[src/rtl/uart_baud_pkg.sv]
// uart_baud_pkg: shared constants for the NCO baud generator.
//   RATE_BAUD  - default baud table selected by baud_sel
//   calc_inc   - elaboration-time phase increment for a given baud rate
package uart_baud_pkg;

  localparam int OVERSAMPLE_DEF = 16;
  localparam int ACC_W_DEF      = 24;
  localparam int NUM_RATES      = 4;
  localparam int SEL_W          = $clog2(NUM_RATES);

  localparam int unsigned RATE_BAUD [NUM_RATES] = '{4800, 9600, 19200, 115200};

  // round(baud * os * 2^acc_w / clk_hz). Computed in 64 bits so the
  // intermediate product cannot overflow; the result fits in acc_w bits
  // for any rate below clk_hz / os.
  function automatic logic [63:0] calc_inc(input logic [63:0] baud,
                                           input logic [63:0] clk_hz,
                                           input int          os,
                                           input int          acc_w);
    logic [63:0] num;
    num = (baud * 64'(os)) << acc_w;
    return (num + (clk_hz >> 1)) / clk_hz;
  endfunction

endpackage

[src/rtl/uart_baud_nco.sv]
// uart_baud_nco: fractional phase accumulator.
//   clk, rst - clock, synchronous active-high reset (clears acc)
//   en       - advance acc by inc this edge
//   clr      - clear acc this edge (wins over en)
//   inc      - phase increment
//   carry    - overflow of acc + inc; valid in the cycle before the edge
//              that commits it, so the caller can register it as a tick
module uart_baud_nco #(
  parameter int ACC_W = 24
) (
  input  logic             clk,
  input  logic             rst,
  input  logic             en,
  input  logic             clr,
  input  logic [ACC_W-1:0] inc,
  output logic             carry
);

  logic [ACC_W-1:0] acc_q, acc_d;
  logic [ACC_W:0]   sum;

  always_comb begin
    sum   = {1'b0, acc_q} + {1'b0, inc};
    acc_d = acc_q;
    if (clr)     acc_d = '0;
    else if (en) acc_d = sum[ACC_W-1:0];
  end

  assign carry = sum[ACC_W];

  always_ff @(posedge clk) begin
    if (rst) acc_q <= '0;
    else     acc_q <= acc_d;
  end

endmodule

[src/rtl/uart_baud_gen_nco.sv]
// uart_baud_gen_nco: NCO-based UART baud generator.
//   clk, rst   - clock, synchronous active-high reset
//   en         - run enable; when low everything holds and ticks are 0
//   baud_sel   - rate table index
//   use_custom - select custom_inc instead of the table
//   custom_inc - custom phase increment (0 = no ticks)
//   rx_resync  - start-bit edge pulse, restarts RX mid-bit phase
//   os_tick    - oversample tick
//   tx_tick    - TX bit-boundary tick (every OVERSAMPLE os ticks)
//   rx_sample  - RX mid-bit tick (OVERSAMPLE/2 os ticks after resync)
module uart_baud_gen_nco
  import uart_baud_pkg::*;
#(
  parameter int unsigned CLK_FREQ_HZ = 200_000_000,
  parameter int          OVERSAMPLE  = OVERSAMPLE_DEF,
  parameter int          ACC_W       = ACC_W_DEF,
  parameter int          NUM_RATES   = uart_baud_pkg::NUM_RATES,
  parameter int          SEL_W       = $clog2(NUM_RATES)
) (
  input  logic             clk,
  input  logic             rst,
  input  logic             en,
  input  logic [SEL_W-1:0] baud_sel,
  input  logic             use_custom,
  input  logic [ACC_W-1:0] custom_inc,
  input  logic             rx_resync,
  output logic             os_tick,
  output logic             tx_tick,
  output logic             rx_sample
);

  localparam int OS_W = $clog2(OVERSAMPLE);
  localparam logic [OS_W-1:0] OS_LAST = OS_W'(OVERSAMPLE - 1);
  localparam logic [OS_W-1:0] OS_MID  = OS_W'(OVERSAMPLE / 2 - 1);

  logic [ACC_W-1:0] rate_inc [NUM_RATES];

  for (genvar gi = 0; gi < NUM_RATES; gi++) begin : g_rate
    localparam logic [ACC_W-1:0] INC =
      ACC_W'(calc_inc(64'(RATE_BAUD[gi]), 64'(CLK_FREQ_HZ), OVERSAMPLE, ACC_W));
    assign rate_inc[gi] = INC;
  end

  logic [ACC_W-1:0] inc_sel, inc_q, inc_d;
  logic [OS_W-1:0]  os_cnt_q, os_cnt_d, rx_cnt_q, rx_cnt_d;
  logic             os_tick_q, os_tick_d, tx_tick_q, tx_tick_d;
  logic             rx_sample_q, rx_sample_d;
  logic             cfg_chg, carry, tick;

  assign inc_sel = use_custom ? custom_inc : rate_inc[baud_sel];
  // A rate change restarts phase from zero so the new rate is clean.
  assign cfg_chg = en && (inc_sel != inc_q);

  uart_baud_nco #(.ACC_W(ACC_W)) u_nco (
    .clk   (clk),
    .rst   (rst),
    .en    (en),
    .clr   (cfg_chg),
    .inc   (inc_q),
    .carry (carry)
  );

  assign tick = en && !cfg_chg && carry;

  always_comb begin
    inc_d       = inc_q;
    os_cnt_d    = os_cnt_q;
    rx_cnt_d    = rx_cnt_q;
    os_tick_d   = 1'b0;
    tx_tick_d   = 1'b0;
    rx_sample_d = 1'b0;
    if (cfg_chg) begin
      inc_d    = inc_sel;
      os_cnt_d = '0;
      rx_cnt_d = '0;
    end else if (en) begin
      if (tick) begin
        os_tick_d = 1'b1;
        tx_tick_d = (os_cnt_q == OS_LAST);
        os_cnt_d  = (os_cnt_q == OS_LAST) ? '0 : os_cnt_q + 1'b1;
      end
      // Resync beats a coincident carry: the RX phase restarts here.
      if (rx_resync) begin
        rx_cnt_d = '0;
      end else if (tick) begin
        rx_sample_d = (rx_cnt_q == OS_MID);
        rx_cnt_d    = (rx_cnt_q == OS_LAST) ? '0 : rx_cnt_q + 1'b1;
      end
    end
  end

  always_ff @(posedge clk) begin
    if (rst) begin
      inc_q       <= inc_sel;
      os_cnt_q    <= '0;
      rx_cnt_q    <= '0;
      os_tick_q   <= 1'b0;
      tx_tick_q   <= 1'b0;
      rx_sample_q <= 1'b0;
    end else begin
      inc_q       <= inc_d;
      os_cnt_q    <= os_cnt_d;
      rx_cnt_q    <= rx_cnt_d;
      os_tick_q   <= os_tick_d;
      tx_tick_q   <= tx_tick_d;
      rx_sample_q <= rx_sample_d;
    end
  end

  assign os_tick   = os_tick_q;
  assign tx_tick   = tx_tick_q;
  assign rx_sample = rx_sample_q;

endmodule

[config.mk]
export PLATFORM = sky130hd
export DESIGN_NAME = uart_baud_gen_nco
export DESIGN_NICKNAME = d
export VERILOG_FILES = /design/src/rtl/uart_baud_pkg.sv /design/src/rtl/uart_baud_nco.sv /design/src/rtl/uart_baud_gen_nco.sv
export SDC_FILE = /design/constraint.sdc
export NUM_CORES = 1
export LEC_CHECK = 0
export BUFFER_PORTS_ARGS = -buffer_cell sky130_fd_sc_hd__buf_2
export CORE_ASPECT_RATIO = 1.2
export CORE_MARGIN = 4
export CORE_UTILIZATION = 38
export CTS_CLUSTER_SIZE = 8
export DETAILED_ROUTE_END_ITERATION = 16
export GPL_TIMING_DRIVEN = 0
export PLACE_DENSITY = 0.58
export SLEW_MARGIN = 20
export SYNTH_ARGS = -nofsm -noshare
export SYNTH_HDL_FRONTEND = slang
export SYNTH_SLANG_ARGS = --single-unit
[constraint.sdc]
create_clock -name clk -period 4.1 [get_ports clk]
set_clock_uncertainty 0.2 [all_clocks]
set_input_delay 0.41 -clock clk [delete_from_list [all_inputs] [get_ports clk]]
set_output_delay 0.41 -clock clk [all_outputs]
set_load 0.1 [all_outputs]
; Word level (Yosys, flattened, before mapping)
; Index checks and enable logic that the tools add are counted.
[op_classes]
add_sub_neg = 3
order_cmp = 1
eq_ne = 4
mux = 11
n_bitwise = 3
reduce_logical = 12
[ops]
columns = cell, n
row1 = 24-bit two-way mux, 5
row2 = 24-bit binary-select mux with 2-bit select, 1
row3 = 24-bit by 24-bit adder with 25-bit output, 1
row4 = 24-bit inequality test, 1
row5 = 4-bit two-way mux, 4
row6 = "4-bit by 1-bit adder with 4-bit output, second input constant", 2
row7 = "4-bit == test, second input constant", 2
row8 = 5-bit OR reduction, 1
row9 = "4-bit by 3-bit == test with 1-bit output, second input constant", 1
row10 = 2-bit AND reduction, 2
row11 = 2-bit nonzero test, 2
row12 = 4-bit OR reduction, 1
row13 = "3-bit greater-or-equal comparator, second input constant", 1
row14 = 1-bit logical AND, 3
row15 = 2-bit NOT with 3-bit output, 1
row16 = 3-bit OR reduction, 1
row17 = 1-bit NOT, 2
row18 = 2-bit OR reduction, 1
row19 = 1-bit zero test, 1
row20 = 1-bit two-way mux, 1
[totals]
ff_bits = 59
in_bits = 31
output_inout_bits = 3
elab_cells = 41

; Longest topological paths before layout
[depth]
ltp_word = 12
mapped_depth = 12
depth_no_buf = 11

; Modules after synthesis
; From an unflattened synthesis, not the netlist that was laid out.
[hier_totals]
cells_unflattened = 460
hier_area_um2 = 4124.0
[by_module_without_submodules]
columns = module, n_inst, cells_per_inst, area_per_inst_um2, seq_area_each_um2
row1 = uart_baud_gen_nco, 1, 203, 2063.2, 940.9
row2 = uart_baud_nco, 1, 257, 2060.7, 480.5

; Worst setup path after synthesis
; No wires, ideal clock.
[synth_path]
kind = input to register
startpoint = input port baud_sel[0]
endpoint = register inc_q[0] (enable)
arrival_ps = 2693
setup_slack_ps = 896
path_stages = 11
path_cell_list = inv_1 > ha_1 > nor2b_1 > o21a_1 > nor4b_2 > o2111ai_1 > or4_1 > buf_2 > a21oi_4 > inv_2 > buf_2
[synth_between]
elab_chain_len = 8
[synth_rtl]
columns = item, line
row1 = from (decl), uart_baud_gen_nco.sv:23  ; input logic [SEL_W-1:0] baud_sel,
row2 = 2-bit NOT with 3-bit output (not written as such), uart_baud_gen_nco.sv:50  ; assign inc_sel = use_custom ? custom_inc : rate_inc[baud_sel];
row3 = 24-bit binary-select mux with 2-bit select, uart_baud_gen_nco.sv:50
row4 = 24-bit two-way mux (not written as such) (2 in series), uart_baud_gen_nco.sv:50
row5 = 24-bit two-way mux, uart_baud_gen_nco.sv:50
row6 = 24-bit inequality test, uart_baud_gen_nco.sv:52  ; assign cfg_chg = en && (inc_sel != inc_q);
row7 = 1-bit logical AND, uart_baud_gen_nco.sv:52
row8 = 2-bit nonzero test (no line), --
row9 = to (signal assigned), uart_baud_gen_nco.sv:94  ; inc_q <= inc_sel;
row10 = to (signal assigned), uart_baud_gen_nco.sv:101  ; inc_q <= inc_d;
row11 = to (decl), uart_baud_gen_nco.sv:44  ; logic [ACC_W-1:0] inc_sel, inc_q, inc_d;
; Every way passes these cells. The select of a mux whose other input is x is not followed.
; A chain may end at the register's enable or synchronous reset.

; Worst setup path after layout
[layout_path]
startpoint = input port baud_sel[0]
endpoint = register inc_q[21] (enable)
; Same word-level chain as after synthesis.

==> implementation parameters <==
Parameter                              Value

Setup path
  Depth of the most critical reg-to-reg path ... 8
  Top Family by Delay on Critical Path ... buffers and inverters
  CP bufs+invs ... 5
  Crit path max-delay cell type ... or4_1
  Cell with the most instances on the worst path ... buf_2
  Critical path arrival ... about 3.5 ns
  Startpoint of the lowest-slack register-to-register path ... inc_q[6]
  Crit Path Category ... input port to register
  Reg-to-reg setup timing slack ... 0.49 ns
  Startpoint Class ... input port
  Worst reg2reg endpoint ... inc_q[21]
  Critical-path cell list ... buf_2 > inv_1 > ha_1 > nor2b_1 > o21a_1 > nor4b_2 > o2111ai_1 > or4_1 > buf_2 > a21oi_4 > inv_2 > buf_2
  Critical path endpoint category ... register
  Critical Path Start ... baud_sel[0]
  Slowest cell delay on critical path ... roughly 0.59 ns
  Critical-path maximum fanout ... 33
  Req. time, crit path ... ~3.9 ns

Logic synthesis
  Synth Net Count ... around 530
  Post-Syn Area ... between 4000 and 5000 µm²
  Fraction of post-synthesis cell area in the top cell type by area ... ~17%
  Number of synthesis warnings ... 0
  Register area share after synthesis ... 34.5%
  Number of enable flip-flop cells after synthesis ... 24
  Share of flip-flops with an asynchronous set or reset after synthesis ... 0%
  Mean instance size in the synthesized netlist ... around 8.9 µm²
  Largest cells by area after synthesis ... edfxtp_1 17%, dfxtp_1 17%, ha_1 9.4%, mux2i_1 4.6%, nor2_1 4.2%
  Leading area contributor after synthesis ... edfxtp_1
  Top cells by instance count after synthesis ... 46 x nor2_1, 45 x nand2_1, 35 x dfxtp_1
  Most numerous cell in the Yosys netlist ... nor2_1
  #FFs+latches synth ... 59
  Primary flip-flop cell chosen by synthesis mapping ... dfxtp_1
  Count of mapped cells out of synthesis ... ~470
  Post-synthesis cell type count ... 69

Pwr
  Total power divided by cell area ... between 400 and 500 nW/µm²
  Standby leakage power ... 2.06 nW
  Maximum ir drop on the vdd rail ... roughly 0.00019 V

Status
  Outcome ... complete, no violations

CTS
  Clock latency at the later pin of the worst-skew pair ... 0.33 ns
  Post_cts resized ... 0
  Post-CTS setup buffer count ... 0
  Number of clock sinks ... 59
  Clock tree from TritonCTS ... yes
  Number of CTS-inserted buffers ... 9
  Clock Root Buffer ... clkbuf_16
  Clock tree buffer depth ... 2
  Number of levels in the clock H-tree ... 3
  Clock transition at the register clock pins on the worst setup and hold paths after CTS ... approximately 0.06 ns
  Hold buffer count at CTS ... 0

Route
  Wire length on met3 ... roughly 480 µm
  DR top layer ... met4
  Met1 Routed Length ... between 4 and 5 mm
  Pre-Repair DR Iteration Count ... 4
  DRT iter0 DRCs ... 100
  Detailed route wirelength on metal2 ... 4.77 mm
  Average detailed-routed wire length per instance ... 15.5 µm
  Total via count in the routed design ... about 3600
  Per-cell via count in the routed design ... between 5 and 6
  Wire length reported by the detailed router ... 9.94 mm
  Remaining number of nets flagged by the antenna check after routing ... 0
  DRC violation count after routing ... 0

Cells and area
  Post-layout nets ... ~570
  Share of cells above drive strength 1 ... between 10% and 20%
  Final core utilization ... a little under half
  Layout area overhead ... 15.9%
  Design Area, Final ... 4780 µm²
  Final cell count without fillers ... ~640
  Final antenna diode count ... 0

Placed design
  Last weighted congestion value of the routability-driven placer ... approximately 0.84
  Inst Count DP ... 626
  Placed Instance Area ... roughly 4400 µm²
  Port buffer count ... 32
  Detailed placer's ending HPWL ... about 7.4 mm

Global route
  Leftover overflow at the end of global routing ... 0
  Vias in the first global route ... 3434
  All-layer global routing usage ... between 10% and 20%
  Wire length of the first global-routing pass ... 16.4 mm
  Maximum number of pins on one net before global-route repair ... 34
  Initial antenna violation count ... 0

Die
  I/O Pins ... 34
  Die Footprint ... 12600 µm²
  Die boundary height ... 122 µm
  Initial core utilization ... between 30% and 40%
  Placeable core area ... between 10000 and 15000 µm²
  Die width ... between 100 and 150 µm
  Number of placement rows ... between 40 and 50

Timing
  Setup repair after global routing missed its margin ... no
  Max-Slew Margin vs Limit ... 48.5%
  # setup viols final ... 0
  Hold Worst Slack ... approximately 0.18 ns
  FMAX ... roughly 270 MHz
  Final critical delay including setup and external delays ... around 3.7 ns
  Final Max Tran Viols ... 0
  Number of hold-slack violations in the final timing report ... 0
  Measured slew at the worst slew-check pin ... 0.773 ns
  Setup TNS ... 0 ns
  Post-route fraction of the period consumed by the critical path ... between 80% and 90%

Hold path
  Worst Hold Class ... input port to register
  WHS Endpoint ... inc_q[23]
  Hold depth ... 2
  Launch point of the worst hold path ... custom_inc[23]

Run
  Number of maximum-capacitance constraint violations ... 0
[report_power, final]
group | switching, mW | internal (mW) | leakage, nW | total (mW)
Clock | 0.276 | 0.595 | 0.161 | 0.871
Sequential | 0.0430 | 0.656 | 0.533 | 0.699
Combinational | 0.198 | 0.158 | 1.36 | 0.356
[area by class of cell]
type / instances / area, µm²
Sequential cell: 59 / 1420
Clock inverter: 4 / 98.8
Timing Repair Buffer: 32 / 160
Clock buffer: 12 / 236
Fill cell: 1060 / 5790
Tap cell: 129 / 161
Buffer: 13 / 58.8
Multi-Input combinational cell: 376 / 2580
Inverter: 17 / 63.8
[stage by stage]
stage / power (mW) / setup WS, ns
6_report: 1.93 / 0.411
5_1_grt: 2.02 / 0.221
4_1_cts: 1.94 / 0.414
3_5_place_dp: 1.06 / 0.0780
3_3_place_gp: 1.06 / 0.0888
2_1_floorplan: 0.967 / 0.896
[kinds of logic after synthesis]
logic type | Yosys count | share of synthesized area (%)
fa+ha+maj | 32 | 9.89
simple gates | 164 | 20.2
mux | 21 | 5.25
xor+xnor | 27 | 5.73
flops | 59 | 34.5
compound gates | 132 | 21.5
buf+inv | 30 | 2.97
[sequential cells by signal, summed over array words and instances, names as in the netlist]
| register | flops |
|---|---|
| inc_q | 24 |
| os_cnt_q | 4 |
| os_tick | 1 |
| rx_cnt_q | 4 |
| rx_sample | 1 |
| tx_tick | 1 |
| u_nco.acc_q | 24 |
[layer usage]
metal,global-route usage (%),vias to the layer above
met2,28.0,67
met5,0,-
li1,-,1806
met1,20.7,1693
met4,8.02,0
met3,3.26,19
[placed cells by master (no fill, tap or decap), types with 8 or more instances in the layout]
cell / count
dfxtp_1: 35
and2_1: 8
buf_2: 34
inv_1: 16
nand2_1: 45
nor2_1: 46
edfxtp_1: 24
nor2b_1: 8
clkbuf_16: 9
mux2i_1: 19
ha_1: 31
a21oi_1: 31
o21a_1: 9
o21ai_0: 27
xnor2_1: 13
xor2_1: 14
a211oi_1: 12
clkbuf_1: 12
[worst max-delay path by stage]
| stage | to | slack [ns] | cells after the start |
|---|---|---|---|
| CTS | inc_q[21] | 0.41 | 12 |
| floorplan | inc_q[0] | 0.90 | 11 |
| global placement | inc_q[20] | 0.09 | 12 |
| detailed placement | inc_q[21] | 0.08 | 12 |
| finish | inc_q[21] | 0.41 | 12 |
| global route | inc_q[21] | 0.22 | 12 |
No activity file was read; power rests on OpenSTA's default activity.
